==> src/rtl/ucode_decode.sv <==
// Microinstruction decode stage: registers the sequencer word, decodes strobes/selects,
// and owns the PC, AR, IR and LED registers. Optional trap mode: define UDEC_ILLEGAL_TRAP_EN.
module ucode_decode #(
  parameter logic [7:0] PC_RST = 8'h00
) (
  input  logic        clk,
  input  logic        rst,
  input  logic        en,
  input  logic [25:0] ucode,
  input  logic [7:0]  bus_in,
  output logic [14:0] ld,
  output logic [11:0] bus_sel,
  output logic        ram_we,
  output logic [3:0]  alu_s,
  output logic        alu_m,
  output logic        dispatch,
  output logic [7:0]  pc_out,
  output logic [7:0]  ar_out,
  output logic [7:0]  ir_out,
  output logic [7:0]  led_out,
  output logic        err
);

  localparam logic [3:0] ALdram  = 4'd9;
  localparam logic [3:0] ALdramd = 4'd10;
  localparam logic [3:0] ALdpc   = 4'd11;
  localparam logic [3:0] AIncpc  = 4'd12;
  localparam logic [3:0] ALdled  = 4'd13;
  localparam logic [3:0] ALdir   = 4'd14;
  localparam logic [3:0] AIllegal = 4'd15;
  localparam logic [3:0] CP1     = 4'd1;

  logic [25:0] uw_q;
  logic [7:0]  pc_q, ar_q, ir_q, led_q;
  logic [3:0]  a_f, b_f, c_f;
  logic        we_f;
  logic        freeze;
  logic        act;
  logic        illegal;
  logic        unused_ua;

  assign a_f  = uw_q[19:16];
  assign b_f  = uw_q[15:12];
  assign c_f  = uw_q[11:8];
  assign we_f = uw_q[20];
  assign unused_ua = ^uw_q[7:0];

  assign illegal = (a_f == AIllegal) || (b_f > 4'd11);

  always_ff @(posedge clk or posedge rst) begin
    if (rst) begin
      uw_q <= 26'b0;
    end else if (en) begin
      uw_q <= ucode;
    end
  end

`ifdef UDEC_ILLEGAL_TRAP_EN
  logic err_q;

  // Sticky: once set, everything that can change machine state is blocked until reset.
  always_ff @(posedge clk or posedge rst) begin
    if (rst) begin
      err_q <= 1'b0;
    end else if (en && illegal) begin
      err_q <= 1'b1;
    end
  end

  assign freeze = err_q;
  assign err    = err_q;
`else
  logic unused_illegal;
  assign unused_illegal = illegal;
  assign freeze = 1'b0;
  assign err    = 1'b0;
`endif

  assign act = en && !freeze;

  always_comb begin
    ld = 15'd0;
    if (act && (a_f != 4'd0) && (a_f != AIllegal)) begin
      ld = 15'd1 << a_f;
    end
  end

  always_comb begin
    bus_sel = 12'd0;
    if (b_f < 4'd12) begin
      bus_sel = 12'd1 << b_f;
    end
  end

  assign ram_we   = act && we_f && (a_f == ALdram);
  assign dispatch = act && (c_f == CP1);
  assign alu_s    = uw_q[25:22];
  assign alu_m    = uw_q[21];

  always_ff @(posedge clk or posedge rst) begin
    if (rst) begin
      pc_q  <= PC_RST;
      ar_q  <= 8'h00;
      ir_q  <= 8'h00;
      led_q <= 8'h00;
    end else if (act) begin
      unique case (a_f)
        ALdpc:   pc_q  <= bus_in;
        AIncpc:  pc_q  <= pc_q + 8'd1;
        ALdramd: ar_q  <= bus_in;
        ALdir:   ir_q  <= bus_in;
        ALdled:  led_q <= bus_in;
        default: ;
      endcase
    end
  end

  assign pc_out  = pc_q;
  assign ar_out  = ar_q;
  assign ir_out  = ir_q;
  assign led_out = led_q;

endmodule

==> config.mk <==
export PLATFORM = sky130hd
export DESIGN_NAME = ucode_decode
export DESIGN_NICKNAME = d
export VERILOG_FILES = /design/src/rtl/ucode_decode.sv
export SDC_FILE = /design/constraint.sdc
export NUM_CORES = 1
export LEC_CHECK = 0
export BUFFER_PORTS_ARGS = -buffer_cell sky130_fd_sc_hd__buf_4
export CAP_MARGIN = 0
export CELL_PAD_IN_SITES_DETAIL_PLACEMENT = 0
export CELL_PAD_IN_SITES_GLOBAL_PLACEMENT = 1
export CORE_MARGIN = 2
export CORE_UTILIZATION = 40
export CTS_BUF_LIST = sky130_fd_sc_hd__clkbuf_8
export CTS_CLUSTER_DIAMETER = 60
export DETAILED_ROUTE_END_ITERATION = 16
export GPL_TIMING_DRIVEN = 1
export HOLD_SLACK_MARGIN = 0.15
export PLACE_DENSITY_LB_ADDON = 0.25
export SYNTH_ARGS = -nofsm -noshare
export SYNTH_HDL_FRONTEND = slang
export SYNTH_SLANG_ARGS = --single-unit
==> constraint.sdc <==
create_clock -name clk -period 4.6 [get_ports clk]
set_input_delay 0.46 -clock clk [delete_from_list [all_inputs] [get_ports clk]]
set_output_delay 0.46 -clock clk [all_outputs]
set_load 0.01 [all_outputs]
==> out/qor.csv, run 1 <==
metric,value,unit
status,finished clean,
Compound-Gate Fraction of Synth Area,6.90,%
final hold viol count,0,
"FFs w/ async S/R, synth",100,%
cell taking the most area after synthesis,dfrtp_1,
DRT Pass-1 Iters,4,
Worst Setup Start Kind,flop,
Die ar.,6520,um^2
FILL cells,509,
Fmax,443,MHz
worst hold slack,389,ps
post-synthesis mux area share,21.8,%
Reg power frac,46.6,%
clock power share,18.2,%
Root Driver,clkbuf_8,
leakage power total,1.49,nW
most instantiated cells after synthesis,"50 x dfrtp_1, 34 x mux2_2, 16 x nor2_1, 11 x a21oi_1, 9 x nand2_1",
routed len/inst,14.6,um
H-tree depth,2,
dpl cell area,3070,um^2
cts bufs inserted,5,
total negative slack,0,ps
Sw Ratio,31.8,%
antenna violations before repair,0,
Worst-Skew Late Latency,300,ps
Rel. slew slack,31.0,%
Nets,324,
Die X,80.7,um
count of cell types in the netlist,34,
multi-input logic area,1010,um^2
Initial Utilization,42.0,%
finished layout cell area,3160,um^2
Post-Place Worst Slack,2350,ps
final WL,5.23,mm
CTS sink cnt,50,
core footprint,5610,um^2
Detail Route Antenna Nets,0,
Post-Synthesis Cells,198,
Yosys top cell area share,53.1,%
CTS Hold Bufs,0,
Ports,104,
Post-route DRC,0,
diode count,0,
Synth Cell Area,2360,um^2
die height,80.7,um
"CP delay by family, top",simple AND/OR/NAND/NOR gates,
main flop type after synthesis,dfrtp_1,
Routability Congestion,0.721,
Crit Path Category,reg -> out,
crit path cell chain,"nand3_1, or3_1, inv_1, buf_4",
post-route setup slack,2340,ps
Net Switching,0.461,mW
crit path capture type,output port,
crit share post-route,49.1,%
Final min period,2260,ps
setup bufs post-CTS,0,
crit path buf inv count,2,
critical path required time,4140,ps
Final Max Tran Viols,0,
syn avg cell area,11.9,um^2
Post-synth EDFFs,0,
Post-Synth XOR/XNOR Area,0,%
PostCTS Resize Cnt,0,
first-pass GRT wire length,8.43,mm
PD cells,458,nW/um^2
CP max FO,9,
number of global-route vias before repair,1735,
CTS max path bufs,2,
Seq cells post-synth,50,
layout cells sized above 1,53.3,%
Worst-Margin Slew,1030,ps
"slowest stage cell, crit path",or3_1,
CTS tree,built,
via count,1786,
RSZ-0062 raised after global routing,false,
DR vias/cell,4.97,
Adder-Cell Fraction of Synth Area,0.531,%
Max Cap Viol,0,
P_int,0.988,mW
largest net degree at the start of global routing,51,
WP data arrival,1800,ps
"count leader, synth",dfrtp_1,
Peak supply drop,246,uV
final setup violation count,0,
largest family of logic cells by synthesized area,multiplexers,
grt ovf,0,
initial DRC count,74,
Fin Clk Skew,10.8,ps
Area Growth Syn to Fin,34.3,%
clock-pin slew on the worst setup and hold paths,90,ps
"top cells by area, synth","dfrtp_1 53%, mux2_2 16%, mux2_4 5.1%, buf_4 2.5%, nor2_1 2.5%",
FF/Latch Area,1250,um^2
Synth Area in Simple Gates,13.1,%
Worst Hold Class,in -> reg,
Placement Rows,27,
Comb power frac,35.2,%
sequential-to-total area share from yosys stat,53.1,%
slowest cell delay on critical path,610,ps
GRT Total Usage,16.7,%
I/O Buffers,93,
synthesis warning total,0,
post-DP HPWL,3.84,mm
## area by class of cell
| type | count | share of cell area (%) |
|---|---|---|
| timing repair buffer | 94 | 22.3 |
| sequential | 50 | 39.6 |
| inverter | 3 | 0.356 |
| clock buffer | 6 | 2.61 |
| multi-input combinational | 132 | 31.9 |
| clock inverter | 2 | 0.396 |
| tap | 72 | 2.85 |
## state kept, by name, indices dropped and copies added (netlist names)
register,count
ar_out,8
ir_out,8
led_out,8
pc_out,8
uw_q,18
## through the flow
| stage | total power [mW] | cells | util [%] |
|---|---|---|---|
| floorplan | 0.939 | 199 | - |
| global placement | 1.19 | 351 | 54.7 |
| detailed placement | 1.20 | 351 | 54.7 |
| CTS | 1.47 | 359 | 56.4 |
| global route | 1.54 | 359 | 56.4 |
| finish | 1.45 | 359 | 56.4 |
## worst paths after layout
check,start,end,slack [ps],cells after the start
worst max-delay path,uw_q[17]$_DFFE_PP0P_,ld[10],2340,4
worst min-delay path,ucode[15],uw_q[15]$_DFFE_PP0P_,390,2
worst max register to register,uw_q[16]$_DFFE_PP0P_,ir_out[0]$_DFFE_PP0P_,2840,3
worst min register to register,uw_q[20]$_DFFE_PP0P_,uw_q[20]$_DFFE_PP0P_,510,1
max in group asynchronous,rst,uw_q[19]$_DFFE_PP0P_,3550,2
min in group asynchronous,rst,ir_out[7]$_DFFE_PP0P_,420,2
## cell usage in the layout, fill, tap and decap left out, drive strengths merged
master	instances
and3	1
nand4	1
o22ai	4
clkinvlp	1
or3	1
nand3	7
a22oi	1
buf	94
mux2	42
ha	1
nor4bb	1
clkbuf	6
o21ai	5
mux2i	1
a21oi	15
nor4	2
inv	3
clkinv	1
nor2	18
or3b	2
nand2b	7
nand2	9
nand3b	3
o21a	1
nor3	7
dfrtp	50
conb	2
and2	1
## power by group through the flow
stage	logic (mW)	registers, mW	clock network (mW)
6_report	0.510	0.675	0.264
5_1_grt	0.555	0.694	0.294
4_1_cts	0.519	0.676	0.275
3_5_place_dp	0.517	0.684	0
3_3_place_gp	0.510	0.681	0
2_1_floorplan	0.224	0.715	0
## per-layer routing
metal	vias up	wire length, um	global-route usage [%]
met5	-	0	0
met3	6	315	3.44
met2	56	2570	27.4
met1	861	2300	22.2
li1	863	-	-
met4	0	52	5.76
## logic make-up after synthesis
kind of cell	count (synthesis)
flip-flops	50
buffers and inverters	17
multiplexers	43
AO/OA/AOI/OAI	26
other	1
adder cells (fa/ha/maj)	1
AND/OR/NAND/NOR	60
(Power assumes the default switching activity.)
==> run 2: changes to the inputs <==
CORE_UTILIZATION = 37   (was 40)
clock period = 2.2 ns   (was 4.6 ns; I/O delays follow)
==> run 2 against run 1 <==
Sequential power is 110% higher; routed wire length is 5.3% higher; worst hold slack worse by 220 ps; critical path depth stayed put; die area is 7.7% higher; flip-flop and latch count stayed put; power is 110% higher; first-iteration DRC count is 9.5% lower; clock-buffer cell count stayed put; clock power is 120% higher; non-clock buffer count is 22 higher; largest cell class unchanged; cell count is 7.5% higher; critical path type unchanged.
==> out/qor.csv, run 2 (synthesis gave the netlist of run 1 again) <==
metric,value,unit
DRT Pass-1 Iters,4,
Final Max Tran Viols,0,
CTS tree,built,
Worst-Margin Slew,649,ps
final setup violation count,0,
Area Growth Syn to Fin,43.8,%
H-tree depth,2,
grt ovf,0,
max reg flops,18,
total power,3.09,mW
Peak supply drop,446,uV
initial DRC count,67,
via count,1865,
final WL,5.51,mm
number of global-route vias before repair,1819,
reg-to-reg endpoint,ar_out[1]$_DFFE_PP0P_,
largest net degree at the start of global routing,51,
Initial Utilization,37.8,%
wl on met1,2.43,mm
antenna violations before repair,0,
Routability Congestion,0.765,
Max Cap Viol,0,
Ports,104,
routed len/inst,14.3,um
Root Driver,clkbuf_8,
CP Capture Point,ld[10],
HP Start,bus_in[5],
"most common cell after layout, fill and taps aside",buf_4,
GRT Total Usage,16.0,%
Worst Hold Class,in -> reg,
Nets,346,
status,finished clean,
Final min period,2000,ps
Fin Clk Skew,4.93,ps
Worst Setup Start Kind,flop,
Die X,83.8,um
multi-input logic area,1010,um^2
first-pass GRT wire length,9.00,mm
FF-to-FF Start,uw_q[17]$_DFFE_PP0P_,
core footprint,6240,um^2
final hold viol count,0,
CTS sink cnt,50,
RSZ-0062 raised after global routing,false,
met2 WL,2.62,mm
FF/Latch Area,1250,um^2
setup bufs post-CTS,0,
layout cells sized above 1,50.5,%
Post-route DRC,0,
die height,83.8,um
crit path from,uw_q[17]$_DFFE_PP0P_,
clock-pin slew on the worst setup and hold paths,100,ps
critical path required time,1980,ps
I/O Buffers,93,
Detail Route Antenna Nets,0,
CTS max path bufs,2,
cell count after placement,359,
length of routed met3 wiring,413,um
max layer used,met4,
Post-Place Worst Slack,458,ps
Die ar.,7020,um^2
Rel. slew slack,56.8,%
Worst R2R Setup Slack,480,ps
Worst R2R Path Depth,3,
fin cells,386,
Placement Rows,29,
leakage power total,1.59,nW
PD cells,911,nW/um^2
total negative slack,0,ps
post-route setup slack,198,ps
largest register by flop count,uw_q,
diode count,0,
CP max FO,9,
Worst-Skew Late Latency,300,ps
WP data arrival,1780,ps
DR vias/cell,4.83,
cts bufs inserted,5,
highest-count cells in the layout ignoring fill and taps,"97 x buf_4, 50 x dfrtp_1, 34 x mux2_2",
post-DP HPWL,3.86,mm
crit path capture type,output port,
crit share post-route,91.0,%
Crit Path Category,reg -> out,
Fmax,499,MHz
FILL cells,588,
## run 2: timing repair
action                     4_1_cts  5_1_grt
hold buffers                    19        0
setup endpoints to repair        0        0
resized for setup                0        0
hold endpoints to repair        68        0
## run 2: worst max-delay path, cell delays in order, from the launching register on
cell	delay, ps
dfrtp_1	480
nand3_1	170
or3_1	590
inv_1	120
buf_4	120
## run 2: how the worst min path moves through the flow
stage | endpoint | slack, ps | cells past startpoint
2_1_floorplan | ar_out[0]$_DFFE_PP0P_ | 370 | 1
6_report | ar_out[5]$_DFFE_PP0P_ | 170 | 2
5_1_grt | ar_out[2]$_DFFE_PP0P_ | 170 | 2
3_3_place_gp | ir_out[0]$_DFFE_PP0P_ | 440 | 3
3_5_place_dp | ir_out[0]$_DFFE_PP0P_ | 450 | 3
4_1_cts | ar_out[5]$_DFFE_PP0P_ | 170 | 2
## run 2: through the flow
| stage | area (um^2) | util, % | hold slack (ps) |
|---|---|---|---|
| finish | 3390 | 54.3 | 174 |
| global route | 3390 | 54.3 | 165 |
| CTS | 3390 | 54.3 | 168 |
| detailed placement | 3100 | 49.6 | 446 |
| global placement | 3100 | 49.6 | 444 |
| floorplan | 2360 | - | 369 |
## run 2: where the power goes
group	leakage, nW	switching (mW)	total [mW]	internal [mW]
clock network	0.0514	0.315	0.574	0.259
registers	0.594	0.222	1.41	1.19
logic	0.942	0.452	1.10	0.653
## run 2: layout make-up
type	instances	area share [%]
clock buffer	6	2.44
inverter	3	0.332
multi-input combinational	132	29.8
tap	77	2.84
sequential	50	36.9
timing repair buffer	116	27.1
clock inverter	2	0.517
## run 2: routing by layer
layer | track usage (%) | vias up
li1 | - | 919
met1 | 21.1 | 877
met2 | 25.3 | 63
met3 | 5.64 | 6
met4 | 3.96 | 0
met5 | 0 | -
==> run 3: changes to the inputs <==
==> constraint.sdc (replaced) <==
create_clock -name clk -period 2.2 [get_ports clk]
set_input_delay 0.11 -clock clk [delete_from_list [all_inputs] [get_ports clk]]
set_output_delay 0.11 -clock clk [all_outputs]
set_load 0.01 [all_outputs]
==> run 3 against run 2 <==
Register-to-register slack is essentially flat; largest cell class unchanged; critical path depth stayed put; non-clock buffer count rose by 11; combinational power about the same; cell count up 2.8%; worst hold slack gained 130 ps.
==> out/qor.csv, run 3 (synthesis gave the netlist of run 1 again) <==
metric,value,unit
leakage power total,1.63,nW
CTS sink cnt,50,
Initial Utilization,37.8,%
Rel. slew slack,57.9,%
Post-route DRC,0,
cts bufs inserted,5,
first-pass GRT wire length,9.25,mm
DRT Pass-1 Iters,4,
Die ar.,7020,um^2
CP max FO,9,
Die X,83.8,um
crit path capture type,output port,
number of global-route vias before repair,1885,
DR vias/cell,4.80,
Sw Ratio,32.6,%
die height,83.8,um
Detail Route Antenna Nets,0,
Crit Path Category,reg -> out,
largest net degree at the start of global routing,51,
critical path required time,2090,ps
routed len/inst,14.1,um
total negative slack,0,ps
"most common cell after layout, fill and taps aside",buf_4,
clock-pin slew on the worst setup and hold paths,100,ps
max reg flops,18,
Max Cap Viol,0,
post-DP HPWL,3.88,mm
Ports,104,
Worst-Margin Slew,631,ps
initial DRC count,83,
I/O Buffers,93,
RSZ-0062 raised after global routing,false,
grt ovf,0,
Root Driver,clkbuf_8,
post-route setup slack,309,ps
Reg power frac,45.4,%
layout cells sized above 1,48.8,%
final WL,5.59,mm
cell count after placement,359,
antenna violations before repair,0,
P_int,2.09,mW
core footprint,6240,um^2
FILL cells,578,
Routability Congestion,0.788,
Area Growth Syn to Fin,48.2,%
largest register by flop count,uw_q,
GRT Total Usage,16.3,%
Peak supply drop,415,uV
Nets,357,
final setup violation count,0,
Final Max Tran Viols,0,
Fin Clk Skew,8.48,ps
WP data arrival,1780,ps
worst hold slack,304,ps
Net Switching,1.01,mW
via count,1907,
CTS max path bufs,2,
clock power share,18.4,%
Fmax,529,MHz
Worst Setup Start Kind,flop,
final hold viol count,0,
CTS tree,built,
fin cells,397,
crit share post-route,86.0,%
Placement Rows,29,
H-tree depth,2,
status,finished clean,
Final min period,1890,ps
highest-count cells in the layout ignoring fill and taps,"97 x buf_4, 50 x dfrtp_1, 34 x mux2_2",
Final Util,56.0,%
PostCTS Resize Cnt,0,
Comb power frac,36.2,%
Worst-Skew Late Latency,310,ps
Worst Hold Class,in -> reg,
PD cells,888,nW/um^2
Post-Place Worst Slack,461,ps
diode count,0,
-- run 3: changes by cell type in the layout (fill, tap and decap cells not counted) --
cell and change:
dlygate4sd3_1 +11, clkbuf_8 -1, clkinv_4 -1, inv_6 +2
-- run 3: power by group through the flow --
stage / sequential (mW) / combinational, mW / clock [mW]
finish: 1.41 / 1.12 / 0.570
CTS: 1.41 / 1.14 / 0.593
detailed placement: 1.43 / 1.09 / 0
floorplan: 1.49 / 0.469 / 0
global placement: 1.42 / 1.07 / 0
global route: 1.46 / 1.22 / 0.629
-- run 3: what timing repair did --
item | in CTS | in global routing
setup buffers | 0 | 0
hold endpoints to repair | 94 | 0
hold buffers | 30 | 0
-- run 3: cell type report --
| cell class | instances | area (um^2) | share of cell area [%] |
|---|---|---|---|
| clock inverters | 3 | 26.3 | 0.752 |
| inverters | 3 | 11.3 | 0.322 |
| multi-input cells | 132 | 1010 | 28.9 |
| clock buffers | 5 | 68.8 | 1.97 |
| repair buffers | 127 | 1030 | 29.5 |
| flip-flops and latches | 50 | 1250 | 35.8 |
| well taps | 77 | 96.3 | 2.76 |
-- run 3: worst paths after layout --
path / from / endpoint / slack, ps / cells past startpoint
max: uw_q[17]$_DFFE_PP0P_ / ld[10] / 310 / 4
min: en / pc_out[5]$_DFFE_PP0P_ / 300 / 4
max reg2reg: uw_q[16]$_DFFE_PP0P_ / ir_out[0]$_DFFE_PP0P_ / 490 / 3
min reg2reg: led_out[5]$_DFFE_PP0P_ / led_out[5]$_DFFE_PP0P_ / 520 / 1
max in group asynchronous: rst / uw_q[17]$_DFFE_PP0P_ / 1250 / 4
min in group asynchronous: rst / ar_out[1]$_DFFE_PP0P_ / 520 / 4
-- run 3: layer usage --
layer,GRT usage [%],part of all wire [%]
met1,20.8,43
met2,27.0,48
met3,5.34,8.0
met4,3.96,0.82
met5,0,0
-- run 3: critical path: stages, from the launching register on --
cell and delay, ps:
dfrtp_1 470, nand3_1 170, or3_1 590, inv_1 120
buf_4 120
-- run 3: stage by stage --
| step | instance area, um^2 | total power [mW] |
|---|---|---|
| 4_1_cts | 3490 | 3.14 |
| 3_3_place_gp | 3100 | 2.50 |
| 6_report | 3490 | 3.10 |
| 5_1_grt | 3490 | 3.31 |
| 3_5_place_dp | 3100 | 2.52 |
| 2_1_floorplan | 2360 | 1.96 |
